===== src/rtl/gbd_ram_pkg.sv =====
`timescale 1ns/1ps
`default_nettype none
// ============================================================================
// Module  : gbd_ram_pkg
// Brief   : Shared types and default widths for the GBD cart-SRAM write
//           scheduler.
// Rev     : 1.0  initial release
// ============================================================================
package gbd_ram_pkg;

  localparam int GBD_ADDR_W = 12;
  localparam int GBD_LEN_W  = 13;

  typedef enum logic [2:0] {
    S_IDLE    = 3'd0,
    S_FETCH   = 3'd1,
    S_SETUP   = 3'd2,
    S_STROBE  = 3'd3,
    S_HOLD    = 3'd4,
    S_RELEASE = 3'd5
  } state_t;

endpackage
`default_nettype wire


===== src/rtl/gbd_ram_write_sched_idle_det.sv =====
`timescale 1ns/1ps
`default_nettype none
// ============================================================================
// Module  : gbd_bus_idle_det
// Brief   : Two-flop synchroniser for the cart bus strobes plus a saturating
//           counter of consecutive idle cycles.
//           GBD_WR_PREEMPT_STATS_EN exposes the synchronised idle level.
// Rev     : 1.0  initial release
// ============================================================================
module gbd_bus_idle_det
  import gbd_ram_pkg::*;
#(
  parameter int IDLE_CYCLES = 4
) (
  input  logic clk_i,
  input  logic rst_i,
  input  logic cart_ncs_i,
  input  logic cart_nrd_i,
  input  logic cart_nwr_i,
  input  logic clear_i,
`ifdef GBD_WR_PREEMPT_STATS_EN
  output logic cart_idle_o,
`endif
  output logic idle_ok_o
);

  localparam int CNT_W = $clog2(IDLE_CYCLES + 1);

  logic [2:0]       sync1_q;
  logic [2:0]       sync2_q;
  logic [CNT_W-1:0] cnt_q;
  logic [CNT_W-1:0] cnt_d;
  logic             cart_idle;

  // Resynchronise the asynchronous cart strobes into the system clock domain
  always_ff @(posedge clk_i or posedge rst_i) begin
    if (rst_i) begin
      sync1_q <= 3'b111;
      sync2_q <= 3'b111;
    end else begin
      sync1_q <= {cart_ncs_i, cart_nrd_i, cart_nwr_i};
      sync2_q <= sync1_q;
    end
  end

  assign cart_idle = &sync2_q;

  // Count consecutive idle cycles, saturating; any activity or clear restarts
  always_comb begin
    cnt_d = cnt_q;
    if (clear_i || !cart_idle) begin
      cnt_d = '0;
    end else if (cnt_q != CNT_W'(IDLE_CYCLES)) begin
      cnt_d = cnt_q + 1'b1;
    end
  end

  // Idle counter register
  always_ff @(posedge clk_i or posedge rst_i) begin
    if (rst_i) begin
      cnt_q <= '0;
    end else begin
      cnt_q <= cnt_d;
    end
  end

  assign idle_ok_o = (cnt_q == CNT_W'(IDLE_CYCLES));
`ifdef GBD_WR_PREEMPT_STATS_EN
  assign cart_idle_o = cart_idle;
`endif

endmodule
`default_nettype wire


===== src/rtl/gbd_ram_write_sched.sv =====
`timescale 1ns/1ps
`default_nettype none
// ============================================================================
// Module  : gbd_ram_write_sched
// Brief   : Schedules GBD-side byte writes into the shared cart SRAM, taking
//           ownership only while the cart bus has been idle and handing it
//           back between bytes.
//           GBD_WR_PREEMPT_STATS_EN adds stat_preempt / stat_wait counters.
// Rev     : 1.0  initial release
// ============================================================================
module gbd_ram_write_sched
  import gbd_ram_pkg::*;
#(
  parameter int IDLE_CYCLES = 4,
  parameter int WE_CYCLES   = 2,
  parameter int ADDR_W      = GBD_ADDR_W
) (
  input  logic              sys_clock,
  input  logic              sys_reset,
  input  logic              Cart_nCS,
  input  logic              Cart_nRD,
  input  logic              Cart_nWR,
  input  logic              job_start,
  input  logic [ADDR_W-1:0] job_base,
  input  logic [ADDR_W:0]   job_len,
  input  logic              s_valid,
  input  logic [7:0]        s_data,
  output logic              s_ready,
  output logic              is_gbd_writing_ram,
  output logic [7:0]        out_Writing_dq,
  output logic [ADDR_W-1:0] out_Writing_Addr_low,
  output logic              out_Writing_nCS,
  output logic              out_Writing_nWE,
  output logic              busy,
`ifdef GBD_WR_PREEMPT_STATS_EN
  output logic [15:0]       stat_preempt,
  output logic [15:0]       stat_wait,
`endif
  output logic              job_done
);

  localparam int         LEN_W   = ADDR_W + 1;
  localparam logic [3:0] WE_LAST = 4'(WE_CYCLES - 1);

  state_t            state_q;
  logic              busy_q;
  logic              done_q;
  logic              own_q;
  logic              ncs_q;
  logic              nwe_q;
  logic [ADDR_W-1:0] addr_out_q;
  logic [7:0]        dq_q;
  logic [ADDR_W-1:0] addr_cnt_q;
  logic [LEN_W-1:0]  rem_q;
  logic [LEN_W-1:0]  len_q;
  logic [LEN_W-1:0]  acc_q;
  logic [3:0]        we_cnt_q;
  logic              full_q;
  logic [7:0]        hold_q;

  logic              idle_ok;
  logic              accept;
  logic              start_ok;
`ifdef GBD_WR_PREEMPT_STATS_EN
  logic              cart_idle;
  logic [15:0]       preempt_q;
  logic [15:0]       wait_q;
`endif

  // Idle counter restarts in RELEASE so every byte waits a full idle window
  gbd_bus_idle_det #(
    .IDLE_CYCLES (IDLE_CYCLES)
  ) u_idle_det (
    .clk_i      (sys_clock),
    .rst_i      (sys_reset),
    .cart_ncs_i (Cart_nCS),
    .cart_nrd_i (Cart_nRD),
    .cart_nwr_i (Cart_nWR),
    .clear_i    (state_q == S_RELEASE),
`ifdef GBD_WR_PREEMPT_STATS_EN
    .cart_idle_o(cart_idle),
`endif
    .idle_ok_o  (idle_ok)
  );

  assign start_ok = (state_q == S_IDLE) && job_start;
  assign s_ready  = busy_q && !full_q && (acc_q < len_q);
  assign accept   = s_valid && s_ready;

  // Single-byte holding register and count of bytes taken for this job
  always_ff @(posedge sys_clock or posedge sys_reset) begin
    if (sys_reset) begin
      full_q <= 1'b0;
      hold_q <= 8'h00;
      acc_q  <= '0;
    end else begin
      if (start_ok) begin
        acc_q <= '0;
      end
      if (accept) begin
        full_q <= 1'b1;
        hold_q <= s_data;
        acc_q  <= acc_q + 1'b1;
      end else if (state_q == S_HOLD) begin
        full_q <= 1'b0;
      end
    end
  end

  // Write-cycle sequencer with all SRAM-side outputs registered
  always_ff @(posedge sys_clock or posedge sys_reset) begin
    if (sys_reset) begin
      state_q    <= S_IDLE;
      busy_q     <= 1'b0;
      done_q     <= 1'b0;
      own_q      <= 1'b0;
      ncs_q      <= 1'b1;
      nwe_q      <= 1'b1;
      addr_out_q <= '0;
      dq_q       <= 8'h00;
      addr_cnt_q <= '0;
      rem_q      <= '0;
      len_q      <= '0;
      we_cnt_q   <= 4'd0;
    end else begin
      done_q <= 1'b0;
      case (state_q)
        S_IDLE: begin
          if (job_start) begin
            if (job_len == '0) begin
              done_q <= 1'b1;
            end else begin
              addr_cnt_q <= job_base;
              rem_q      <= job_len;
              len_q      <= job_len;
              busy_q     <= 1'b1;
              state_q    <= S_FETCH;
            end
          end
        end
        S_FETCH: begin
          if (full_q && idle_ok) begin
            own_q      <= 1'b1;
            ncs_q      <= 1'b0;
            nwe_q      <= 1'b1;
            addr_out_q <= addr_cnt_q;
            dq_q       <= hold_q;
            state_q    <= S_SETUP;
          end
        end
        S_SETUP: begin
          nwe_q    <= 1'b0;
          we_cnt_q <= 4'd0;
          state_q  <= S_STROBE;
        end
        S_STROBE: begin
          if (we_cnt_q == WE_LAST) begin
            nwe_q   <= 1'b1;
            state_q <= S_HOLD;
          end else begin
            we_cnt_q <= we_cnt_q + 1'b1;
          end
        end
        S_HOLD: begin
          own_q      <= 1'b0;
          ncs_q      <= 1'b1;
          addr_cnt_q <= addr_cnt_q + 1'b1;
          rem_q      <= rem_q - 1'b1;
          if (rem_q == LEN_W'(1)) begin
            done_q  <= 1'b1;
            busy_q  <= 1'b0;
            state_q <= S_IDLE;
          end else begin
            state_q <= S_RELEASE;
          end
        end
        S_RELEASE: begin
          state_q <= S_FETCH;
        end
        default: begin
          state_q <= S_IDLE;
        end
      endcase
    end
  end

`ifdef GBD_WR_PREEMPT_STATS_EN
  // Saturating counters of cart contention while owned and of idle waits
  always_ff @(posedge sys_clock or posedge sys_reset) begin
    if (sys_reset) begin
      preempt_q <= 16'h0000;
      wait_q    <= 16'h0000;
    end else if (start_ok) begin
      preempt_q <= 16'h0000;
      wait_q    <= 16'h0000;
    end else begin
      if (own_q && !cart_idle && (preempt_q != 16'hFFFF)) begin
        preempt_q <= preempt_q + 16'd1;
      end
      if ((state_q == S_FETCH) && full_q && !idle_ok && (wait_q != 16'hFFFF)) begin
        wait_q <= wait_q + 16'd1;
      end
    end
  end

  assign stat_preempt = preempt_q;
  assign stat_wait    = wait_q;
`endif

  assign is_gbd_writing_ram   = own_q;
  assign out_Writing_dq       = dq_q;
  assign out_Writing_Addr_low = addr_out_q;
  assign out_Writing_nCS      = ncs_q;
  assign out_Writing_nWE      = nwe_q;
  assign busy                 = busy_q;
  assign job_done             = done_q;

endmodule
`default_nettype wire


===== config.mk =====
export PLATFORM = sky130hd
export DESIGN_NAME = gbd_ram_write_sched
export DESIGN_NICKNAME = d
export VERILOG_FILES = /design/src/rtl/gbd_ram_pkg.sv /design/src/rtl/gbd_ram_write_sched_idle_det.sv /design/src/rtl/gbd_ram_write_sched.sv
export SDC_FILE = /design/constraint.sdc
export NUM_CORES = 1
export LEC_CHECK = 0
export ABC_AREA = 1
export BUFFER_PORTS_ARGS = -buffer_cell sky130_fd_sc_hd__buf_2
export CELL_PAD_IN_SITES_DETAIL_PLACEMENT = 2
export CELL_PAD_IN_SITES_GLOBAL_PLACEMENT = 2
export CORE_ASPECT_RATIO = 0.6
export CORE_UTILIZATION = 35
export CTS_CLUSTER_SIZE = 16
export DETAILED_ROUTE_END_ITERATION = 7
export PLACE_DENSITY_LB_ADDON = 0.1
export SYNTH_ARGS = -nofsm -noshare
export SYNTH_HDL_FRONTEND = slang
export SYNTH_HIERARCHICAL = 1
export SYNTH_SLANG_ARGS = --single-unit

===== constraint.sdc =====
create_clock -name sys_clock -period 4 [get_ports sys_clock]
set_input_delay 0.8 -clock sys_clock [delete_from_list [all_inputs] [get_ports sys_clock]]
set_output_delay 0.8 -clock sys_clock [all_outputs]
set_load 0.005 [all_outputs]

==> flow_summary_export.csv <==
group,metric,value,unit
status,status,"finished clean",
floorplanning,die_width,162,µm
yosys,synth_edf_count,0,
worst_setup_path,crit_required,3.20,ns
yosys,synth.lib_cells_used.distinct,41,
clock_network,ctsResizeCount,0,
final_layout,fin_util,41.6,%
power_and_ir_drop,p_leak,0.00320,µW
yosys,async_flop_share,100,%
grt,grt_max_degree,48,
clock_network,cts_buffers,9,
grt,gr-total-overflow,0,
grt,grt_pass1_wl,26700,µm
clock_network,clk-insertion-delay-late,0.35,ns
yosys,netlist_area,0.00541,mm²
sta,max_clock_freq,311,MHz
clock_network,post_cts_buffers,0,
yosys,synth-simple-area-share,30.7,%
worst_setup_path,end_kind,"primary output",
floorplanning,die_y,98.3,µm
yosys,synthMuxAreaShare,0,%
worst_setup_path,crit_arrival,2.42,ns
sta,slew_viol_final,0,
placed_design,gp_routability_congestion,0.779,
clock_network,clockRootBuffer,"clkbuf_16",
power_and_ir_drop,vdd_drop_max,248,µV
route,drt-wirelength-per-cell,17.1,µm
worst_setup_path,path_class,"register to primary output",
placed_design,portBuffers,65,
yosys,synth_top_area_share,43.0,%
yosys,synth_xor_area_share,1.94,%
grt,grt.total_usage,21.5,%
final_layout,nets,788,
sta,skew,0.0104,ns
final_layout,layout.cells.non_filler,931,
grt,grt_pass1_vias,5157,
placed_design,place_inst,915,
final_layout,area_growth,13.6,%
clock_network,clock_path_buffers,2,
final_layout,antenna_cells,0,
clock_network,clk_pin_slew,0.08,ns
route,drt_iter0_markers,153,
yosys,synth_top_family_by_area,"simple AND/OR/NAND/NOR gates",
yosys,syn_area_per_cell,8.07,µm²
clock_network,ctsHoldBuffers,0,
sta,setup-tns-final,0,ns
sta,finalSetupViolCount,0,
job,drv_cap,0,
sta,tightest_slew,0.991,ns
sta,finalHoldViolCount,0,
worst_setup_path,cp_max_fo,7,
clock_network,cts_tree,"yes",
sta,rsz0062_at_grt,"false",
floorplanning,ios,66,
yosys,synthTopCellsByArea,"dfrtp_1 (43%), nand2_1 (14%), nand3_1 (8.9%), inv_1 (4.8%), ha_1 (4.6%)",
final_layout,layout-drive-gt1-share,18.0,%
sta,min_period,3.22,ns
floorplanning,core_area,0.0148,mm²
yosys,yosysWarnings,6,
clock_network,ctsHtreeMaxLevel,3,
yosys,synth_common_cells,"nand2_1 (197), nand3_1 (96), dfrtp_1 (93), inv_1 (69), nor2_1 (57)",
yosys,synth.net_count,730,
route,wirelength,16000,µm
power_and_ir_drop,power_density,614,mW/mm²
floorplanning,dieArea,0.0160,mm²
yosys,synth_flop_cell,"dfrtp_1",
floorplanning,initial_core_util,36.6,%
yosys,synth_compound_area_share,7.54,%
worst_setup_path,reg2reg_slack,1.55,ns
sta,relSlewSlack,33.8,%
clock_network,clock_sinks,101,
sta,fin_crit_sh,80.4,%
route,drc,0,
route,drtPass1Iterations,4,
grt,antenna_found_initial,0,
yosys,yosysSeqAreaShare,46.9,%
route,dr_total_vias,4689,
yosys,synth-adder-area-share,4.63,%
yosys,synth_area_leader_cell,"dfrtp_1",
worst_setup_path,crit_path_start_kind,"register",
floorplanning,num_rows,34,
yosys,synth_seq_cells,101,
route,ant_nets,0,
placed_design,hpwl,12200,µm
yosys,syn-instance-count,670,
route,viasPerCell,5.04,
yosys,synth_most_common_cell,"nand2_1",
min_path,min_path_type,"register to register",
kinds of logic after synthesis:
| group | Yosys count |
|---|---|
| and+or+nand+nor | 379 |
| adders and majority gates | 20 |
| AOI/OAI and AO/OA | 62 |
| buffers and inverters | 96 |
| DFF | 101 |
| xor gates and xnor gates | 12 |
flip-flops by register name (all words and copies together), names as in the netlist:
name,count
out_Writing_nWE,1
state_q,3
full_q,1
out_Writing_dq,8
u_idle_det/sync1_q,3
job_done,1
busy,1
len_q,13
we_cnt_q,4
acc_q,13
rem_q,13
is_gbd_writing_ram,1
out_Writing_nCS,1
addr_cnt_q,12
u_idle_det/cnt_q,3
u_idle_det/sync2_q,3
hold_q,8
out_Writing_Addr_low,12
report_power, final:
part           total [µW]  switching (µW)  internal (µW)
combinational        1350             926            422
clock                 878             439            439
sequential           1550             240           1310
total                3770            1600           2170
layer usage:
| layer | GRT usage [%] | up-vias | share of wire, % |
|---|---|---|---|
| met5 | 0 | - | 0 |
| met4 | 4.50 | 0 | 0.91 |
| li1 | - | 2259 | - |
| met2 | 34.7 | 76 | 45 |
| met1 | 30.1 | 2342 | 50 |
| met3 | 3.65 | 12 | 3.8 |
area by class of cell:
cell class	count	area (µm²)
clock buffers	9	225
clock inverters	7	66.3
fillers	1676	8620
inverters	76	292
multi-input cells	473	2420
flip-flops and latches	101	2540
well taps	198	248
repair buffers	67	353
cell usage in the layout (no fill, tap or decap), drive strengths merged:
cell and n:
dfstp 8, nor2 63, nand3 98, nand2 202
clkinvlp 2, ha 20, nand3b 1, xor2 6
dfrtp 93, buf 67, inv 78, clkinv 3
a21boi 2, or2 4, a21oi 10, nand4 6
o21a 1, o22ai 2, o21ai 41, xnor2 6
nor3 5, o211ai 6, clkbuf 9
metrics by stage:
| stage | cell area, µm² | worst slack, ns | power [µW] | hold slack [ns] |
|---|---|---|---|---|
| floorplan | 5410 | 0.811 | 2510 | 0.345 |
| global placement | 5850 | 1.25 | 2800 | 0.346 |
| detailed placement | 5850 | 1.21 | 2920 | 0.352 |
| CTS | 6140 | 0.807 | 3830 | 0.364 |
| global route | 6140 | 0.661 | 4070 | 0.363 |
| finish | 6140 | 0.782 | 3770 | 0.360 |
worst max-delay path: stages (launching register included):
cell	delay, ns
dfrtp_1	0.44
ha_1	0.31
nand2_1	0.08
a21oi_1	0.06
nor2_1	0.13
nand2_1	0.10
a21oi_1	0.69
buf_2	0.25
final timing paths:
path                                         end  cells after the start                  start
max                                      s_ready                      7              acc_q[10]
min in group asynchronous    u_idle_det/cnt_q[2]                      2              sys_reset
max reg2reg                             acc_q[2]                      9              acc_q[10]
min                        u_idle_det/sync2_q[1]                      0  u_idle_det/sync1_q[1]
max in group asynchronous        out_Writing_nCS                      3              sys_reset
min reg2reg                u_idle_det/sync2_q[1]                      0  u_idle_det/sync1_q[1]
Note: power is estimated with default switching activity, not from simulation.
